[config.mk]
export PLATFORM = sky130hd
export DESIGN_NAME = bp_cfg_loader
export DESIGN_NICKNAME = d
export VERILOG_FILES = /design/src/rtl/bp_cfg_loader.sv
export SDC_FILE = /design/constraint.sdc
export NUM_CORES = 1
export LEC_CHECK = 0
export ABC_CLOCK_PERIOD_IN_PS = 2400
export CAP_MARGIN = 30
export CORE_AREA = 2 2 133 135
export CTS_BUF_LIST = sky130_fd_sc_hd__clkbuf_4 sky130_fd_sc_hd__clkbuf_8
export DETAILED_ROUTE_END_ITERATION = 6
export DIE_AREA = 0 0 135 137
export HOLD_SLACK_MARGIN = 0.1
export PLACE_DENSITY = 0.58
export SLEW_MARGIN = 20
export SYNTH_ARGS = -nofsm -noshare
export SYNTH_HDL_FRONTEND = slang
export SYNTH_SLANG_ARGS = --single-unit
[constraint.sdc]
create_clock -name clk_i -period 2.4 [get_ports clk_i]
set_input_delay 0.48 -clock clk_i [delete_from_list [all_inputs] [get_ports clk_i]]
set_output_delay 0.48 -clock clk_i [all_outputs]
set_load 0.1 [all_outputs]
[src/rtl/bp_cfg_loader.sv]
// bp_cfg_loader
// Boot-time configuration sequencer for a BlackParrot-style tile. It issues one
// uncached 8-byte write at a time over a ready/valid BedRock command channel.
// The sequence is: freeze on, CCE microcode (read from an external
// ROM), CCE mode, icache mode, dcache mode, domain mask, freeze off. Each write
// waits for its response before the next one is issued.
//
// Ports
//   clk_i, reset_i        single clock, synchronous active-high reset
//   cfg_base_addr_i       tile config base, ORed with each register offset
//   mem_cmd_o/_v_o        command message and valid
//   mem_cmd_ready_i       downstream ready
//   mem_resp_i/_v_i       response message and valid
//   mem_resp_yumi_o       response consume strobe
//   ucode_r_v_o           microcode ROM read strobe
//   ucode_addr_o          microcode ROM address (the pc counter)
//   ucode_data_i          ROM data, valid the cycle after the strobe
//   done_o                sequence complete (sticky until reset)
//   err_o                 sticky: some response had a wrong type or address
//
// Message layout, LSB first:
//   msg_type[3:0] | addr[paddr-1:0] | size[2:0] | payload[15:0] | data[dword-1:0]
//
// state        | meaning
// -------------+---------------------------------------------------------
// e_reset      | idle for one cycle after reset, all strobes low
// e_send       | command valid held until accepted
// e_fetch      | ROM read strobe for the current pc
// e_fetch_wait | capture ROM data into the data register
// e_wait_resp  | consume the response, advance the step
// e_done       | sequence finished, all valids low

package bp_cfg_loader_pkg;

  typedef enum logic [1:0] {
    e_bp_default_cfg = 2'd0,
    e_bp_small_cfg   = 2'd1
  } bp_params_e;

  localparam logic [3:0] e_bedrock_mem_rd    = 4'd0;
  localparam logic [3:0] e_bedrock_mem_wr    = 4'd1;
  localparam logic [3:0] e_bedrock_mem_uc_rd = 4'd2;
  localparam logic [3:0] e_bedrock_mem_uc_wr = 4'd3;

  localparam logic [2:0] e_bedrock_msg_size_8 = 3'b011;

  localparam logic [3:0] e_cce_mode_uncached = 4'd0;
  localparam logic [3:0] e_cce_mode_normal   = 4'd1;
  localparam logic [3:0] e_lce_mode_uncached = 4'd0;
  localparam logic [3:0] e_lce_mode_normal   = 4'd1;
  localparam logic [3:0] e_lce_mode_nonspec  = 4'd2;

  localparam logic [15:0] bp_cfg_reg_freeze_gp      = 16'h0008;
  localparam logic [15:0] bp_cfg_reg_domain_mask_gp = 16'h0024;
  localparam logic [15:0] bp_cfg_reg_icache_mode_gp = 16'h0204;
  localparam logic [15:0] bp_cfg_reg_dcache_mode_gp = 16'h0404;
  localparam logic [15:0] bp_cfg_reg_cce_mode_gp    = 16'h0604;
  localparam logic [15:0] bp_cfg_base_addr_ucode_gp = 16'h8000;

  localparam int mem_payload_width_gp = 16;

endpackage

module bp_cfg_loader
  import bp_cfg_loader_pkg::*;
#(
  parameter bp_params_e bp_params_p   = e_bp_default_cfg,
  parameter int         ucode_words_p = 256,
  parameter bit         skip_ucode_p  = 1'b0,
  parameter logic [3:0] cce_mode_p    = e_cce_mode_normal,
  parameter logic [3:0] lce_mode_p    = e_lce_mode_normal,
  localparam int paddr_width_p        = 40,
  localparam int dword_width_p        = 64,
  localparam int cce_pc_width_p       = (bp_params_p == e_bp_small_cfg) ? 6 : 8,
  localparam int cce_instr_width_p    = 32,
  localparam int xce_mem_msg_width_lp = 4 + paddr_width_p + 3 + mem_payload_width_gp + dword_width_p
) (
  input  logic                            clk_i,
  input  logic                            reset_i,
  input  logic [paddr_width_p-1:0]        cfg_base_addr_i,
  output logic [xce_mem_msg_width_lp-1:0] mem_cmd_o,
  output logic                            mem_cmd_v_o,
  input  logic                            mem_cmd_ready_i,
  input  logic [xce_mem_msg_width_lp-1:0] mem_resp_i,
  input  logic                            mem_resp_v_i,
  output logic                            mem_resp_yumi_o,
  output logic                            ucode_r_v_o,
  output logic [cce_pc_width_p-1:0]       ucode_addr_o,
  input  logic [cce_instr_width_p-1:0]    ucode_data_i,
  output logic                            done_o,
  output logic                            err_o
);

  localparam logic [2:0] e_reset      = 3'd0;
  localparam logic [2:0] e_send       = 3'd1;
  localparam logic [2:0] e_fetch      = 3'd2;
  localparam logic [2:0] e_fetch_wait = 3'd3;
  localparam logic [2:0] e_wait_resp  = 3'd4;
  localparam logic [2:0] e_done       = 3'd5;

  // Sequence steps, in issue order.
  localparam logic [2:0] step_freeze_on  = 3'd0;
  localparam logic [2:0] step_ucode      = 3'd1;
  localparam logic [2:0] step_cce        = 3'd2;
  localparam logic [2:0] step_icache     = 3'd3;
  localparam logic [2:0] step_dcache     = 3'd4;
  localparam logic [2:0] step_domain     = 3'd5;
  localparam logic [2:0] step_freeze_off = 3'd6;

  localparam bit skip_lp = skip_ucode_p || (ucode_words_p == 0);
  // Only meaningful when the ucode phase is present (ucode_words_p >= 1).
  localparam logic [cce_pc_width_p-1:0] last_pc_lp = cce_pc_width_p'(ucode_words_p - 1);

  logic [2:0]                   state_r;
  logic [2:0]                   step_r;
  logic [cce_pc_width_p-1:0]    pc_r;
  logic [cce_instr_width_p-1:0] data_r;
  logic                         err_r;

  logic [15:0]              cmd_offset;
  logic [dword_width_p-1:0] cmd_value;
  logic [paddr_width_p-1:0] cmd_addr;

  // The message is a pure function of registered step/pc/data, so it cannot
  // move while valid is held (cfg_base_addr_i is a static strap).
  always_comb begin
    cmd_offset = 16'h0000;
    cmd_value  = '0;
    case (step_r)
      step_freeze_on: begin
        cmd_offset   = bp_cfg_reg_freeze_gp;
        cmd_value[0] = 1'b1;
      end
      step_ucode: begin
        cmd_offset = bp_cfg_base_addr_ucode_gp | 16'(pc_r);
        cmd_value[cce_instr_width_p-1:0] = data_r;
      end
      step_cce: begin
        cmd_offset     = bp_cfg_reg_cce_mode_gp;
        cmd_value[3:0] = cce_mode_p;
      end
      step_icache: begin
        cmd_offset     = bp_cfg_reg_icache_mode_gp;
        cmd_value[3:0] = lce_mode_p;
      end
      step_dcache: begin
        cmd_offset     = bp_cfg_reg_dcache_mode_gp;
        cmd_value[3:0] = lce_mode_p;
      end
      step_domain: begin
        cmd_offset     = bp_cfg_reg_domain_mask_gp;
        cmd_value[7:0] = 8'h01;
      end
      step_freeze_off: begin
        cmd_offset = bp_cfg_reg_freeze_gp;
      end
      default: begin
        cmd_offset = 16'h0000;
        cmd_value  = '0;
      end
    endcase
  end

  assign cmd_addr  = cfg_base_addr_i | {{(paddr_width_p-16){1'b0}}, cmd_offset};
  assign mem_cmd_o = {cmd_value, {mem_payload_width_gp{1'b0}}, e_bedrock_msg_size_8,
                      cmd_addr, e_bedrock_mem_uc_wr};

  logic [3:0]               resp_type;
  logic [paddr_width_p-1:0] resp_addr;
  logic                     resp_bad;
  logic                     unused_resp;

  assign resp_type   = mem_resp_i[3:0];
  assign resp_addr   = mem_resp_i[paddr_width_p+3:4];
  assign unused_resp = ^mem_resp_i[xce_mem_msg_width_lp-1:paddr_width_p+4];
  // Checked against the address still being driven for the current step.
  assign resp_bad    = (resp_type != e_bedrock_mem_uc_wr) || (resp_addr != cmd_addr);

  assign mem_cmd_v_o     = (state_r == e_send);
  assign mem_resp_yumi_o = (state_r == e_wait_resp) && mem_resp_v_i;
  assign ucode_r_v_o     = (state_r == e_fetch);
  assign ucode_addr_o    = pc_r;
  assign done_o          = (state_r == e_done);
  assign err_o           = err_r;

  always_ff @(posedge clk_i) begin
    if (reset_i) begin
      state_r <= e_reset;
      step_r  <= step_freeze_on;
      pc_r    <= '0;
      data_r  <= '0;
      err_r   <= 1'b0;
    end else begin
      case (state_r)
        e_reset: state_r <= e_send;
        e_send: begin
          if (mem_cmd_ready_i) state_r <= e_wait_resp;
        end
        e_fetch: state_r <= e_fetch_wait;
        e_fetch_wait: begin
          data_r  <= ucode_data_i;
          state_r <= e_send;
        end
        e_wait_resp: begin
          if (mem_resp_v_i) begin
            if (resp_bad) err_r <= 1'b1;
            case (step_r)
              step_freeze_on: begin
                if (skip_lp) begin
                  step_r  <= step_cce;
                  state_r <= e_send;
                end else begin
                  step_r  <= step_ucode;
                  pc_r    <= '0;
                  state_r <= e_fetch;
                end
              end
              step_ucode: begin
                // pc parks on the last word rather than wrapping.
                if (pc_r == last_pc_lp) begin
                  step_r  <= step_cce;
                  state_r <= e_send;
                end else begin
                  pc_r    <= pc_r + 1'b1;
                  state_r <= e_fetch;
                end
              end
              step_freeze_off: state_r <= e_done;
              default: begin
                step_r  <= step_r + 3'd1;
                state_r <= e_send;
              end
            endcase
          end
        end
        e_done: state_r <= e_done;
        default: state_r <= e_reset;
      endcase
    end
  end

endmodule
==> out/metrics.yaml <==
port-buffer-count: 204
worstSetupPathType: "register to output port"
die_w_um: 135
core_um2: 17100
crit_slowest_cell: "dfxtp_4"
wl_per_cell_um: 14.0
fin_crit_sh_pct: 95.2
ys_seq_area_share_pct: 28.1
avgSynthCellArea_um2: 7.74
ys_types: 37
skew_ns: 0.0112
end_kind: "output port"
crit_required_ns: 1.92
slew_headroom_pct: 54.8
final_nets: 845
routabilityCongestion: 0.818
post_dp_cell_area_um2: 6250
rsz0062_at_grt: "false"
final_cell_mix: "119 x clkdlybuf4s50_1, 78 x buf_12, 73 x nand2_1"
start_util_pct: 19.6
clk_pin_slew_ns: 0.09
fin_area_um2: 6480
synth-edff-count: 0
path_cells: "inv_1 -> ha_2 -> nor2b_2 -> o21bai_2 -> nor2_1 -> nand3_2 -> buf_12"
async_flop_share_pct: 0
wl_mm: 12.0
report.final.slew_viol_count: 0
synth_ff_type: "dfxtp_1"
max_stage_delay_ns: 0.37
p_leak_uw: 0.00259
die_area_um2: 18500
cts_tree: "built"
ir_drop_v: 0.000310
tightest_slew_ns: 0.678
via_per_inst: 3.85
numCtsBuffers: 5
yosysWarnings: 0
ys_ff_latch: 47
syn_to_final_growth_pct: 93.5
max_cap_violations: 0
route.detailed.drc: 0
fin_crit_ns: 2.29
ant_nets: 0
dr.pass1.iters: 4
hold_viol_final: 0
hp-class: "register to register"
rows: 48
synth_area_um2: 3350
fmax_mhz: 438
powerDensity_nw_per_um2: 413
start_kind: "register"
cts_hold_buf: 0
root_buffer: "clkbuf_8"
clk_path_buf_depth: 2
track_usage_pct: 12.3
grt_pass1_wl_mm: 17.7
grt-ovfl-total: 0
antenna_cells: 0
clk_latency_ns: 0.30
clock-sinks: 47
die_y_um: 137
dp_hpwl_mm: 9.76
syn_inst: 433
status: "completed"
antenna_found_initial: 1
layout_commonest_cell: "clkdlybuf4s50_1"
htree_num_levels: 2
grt_max_degree: 36
critPathMaxFanout: 5
grt_pass1_vias: 3176
drive_gt1_share_pct: 29.6
ioPinCount: 343
worstPathArrival_ns: 1.81
final_core_util_pct: 38.0
first_iter_violations: 92
final-setup-viol-count: 0
vias: 3310
==> registers in the layout, summed over array words and instances, names as in the netlist <==
name and cells:
data_r 32, ucode_addr_o 8, state_r 3, step_r 3
err_o 1
==> power by group <==
part	total [uW]	switching, uW	internal [uW]
registers	795	8.92	786
clock network	619	282	338
logic	1270	843	422
total	2680	1130	1550
==> synthesized netlist by cell type (all sizes together), types with 4 or more instances <==
| cell type | number | area share (%) |
|---|---|---|
| and2 | 32 | 6.0 |
| a21oi | 38 | 5.7 |
| nand4 | 10 | 1.9 |
| xor2 | 14 | 3.7 |
| nor3b | 4 | 0.90 |
| ha | 8 | 3.0 |
| dfxtp | 47 | 28 |
| clkbuf | 14 | 1.6 |
| nor2 | 19 | 2.1 |
| xnor2 | 33 | 8.6 |
| a21o | 6 | 1.3 |
| inv | 5 | 0.56 |
| nand2 | 73 | 8.2 |
| nor4 | 6 | 1.1 |
| nand3 | 5 | 0.75 |
| buf | 86 | 19 |
==> routing by layer <==
metal | vias up | share of wire (%) | global-route usage, %
met5 | - | 0.091 | 0
met4 | 2 | 1.3 | 2.31
met3 | 17 | 11 | 5.15
met2 | 149 | 50 | 21.4
met1 | 1472 | 38 | 14.1
li1 | 1670 | - | -
==> critical path, delay by kind of cell, from the launching register on <==
family | cells | cell delay, ns
and+or+nand+nor | 3 | 0.44
DFF | 1 | 0.37
buffers and inverters | 2 | 0.27
AOI/OAI and AO/OA | 1 | 0.21
adders and majority gates | 1 | 0.20
==> stage by stage <==
step | setup TNS, ns | std cells | setup WS [ns] | hold slack (ns) | power [uW]
after global placement | -0.00581 | 849 | -0.00581 | 0.437 | 2070
after detailed placement | -0.113 | 849 | -0.113 | 0.443 | 2070
after global routing | 0 | 860 | 0.00736 | 0.472 | 2790
after floorplan | -0.164 | 486 | -0.164 | 0.432 | 1710
final | 0 | 860 | 0.115 | 0.453 | 2680
after CTS | 0 | 857 | 0.0190 | 0.456 | 2700
==> cells by family after synthesis <==
kind of cell / after synthesis / share of synthesized area [%]
other: 2 / 0.224
flip-flops: 47 / 28.1
adder cells (fa/ha/maj): 8 / 2.99
XOR/XNOR: 47 / 12.3
multiplexers: 2 / 0.597
AO/OA/AOI/OAI: 57 / 10.4
AND/OR/NAND/NOR: 164 / 24.1
buffers and inverters: 106 / 21.4
==> layout make-up <==
cell class                      count  area (um2)
Fill cell                        1729       10600
Timing Repair Buffer              241        3100
Multi-Input combinational cell    333        2010
Sequential cell                    47         950
Tap cell                          225         282
Clock buffer                        6        82.6
Clock inverter                      2        35.0
Inverter                            6        22.5
==> worst paths after layout <==
path | start | end | slack, ns | depth (start not counted)
max | step_r[0] | mem_cmd_o[63] | 0.11 | 7
min | data_r[18] | data_r[18] | 0.45 | 2
min reg2reg | data_r[18] | data_r[18] | 0.45 | 2
max reg2reg | step_r[0] | err_o | 0.25 | 8
==> what timing repair did <==
action	CTS	global route
gates resized for setup	6	15
cloned	0	1
pin swaps	0	1
buffers inserted	0	2
setup endpoints to repair	34	35
Power figures use the tool's default switching activity.
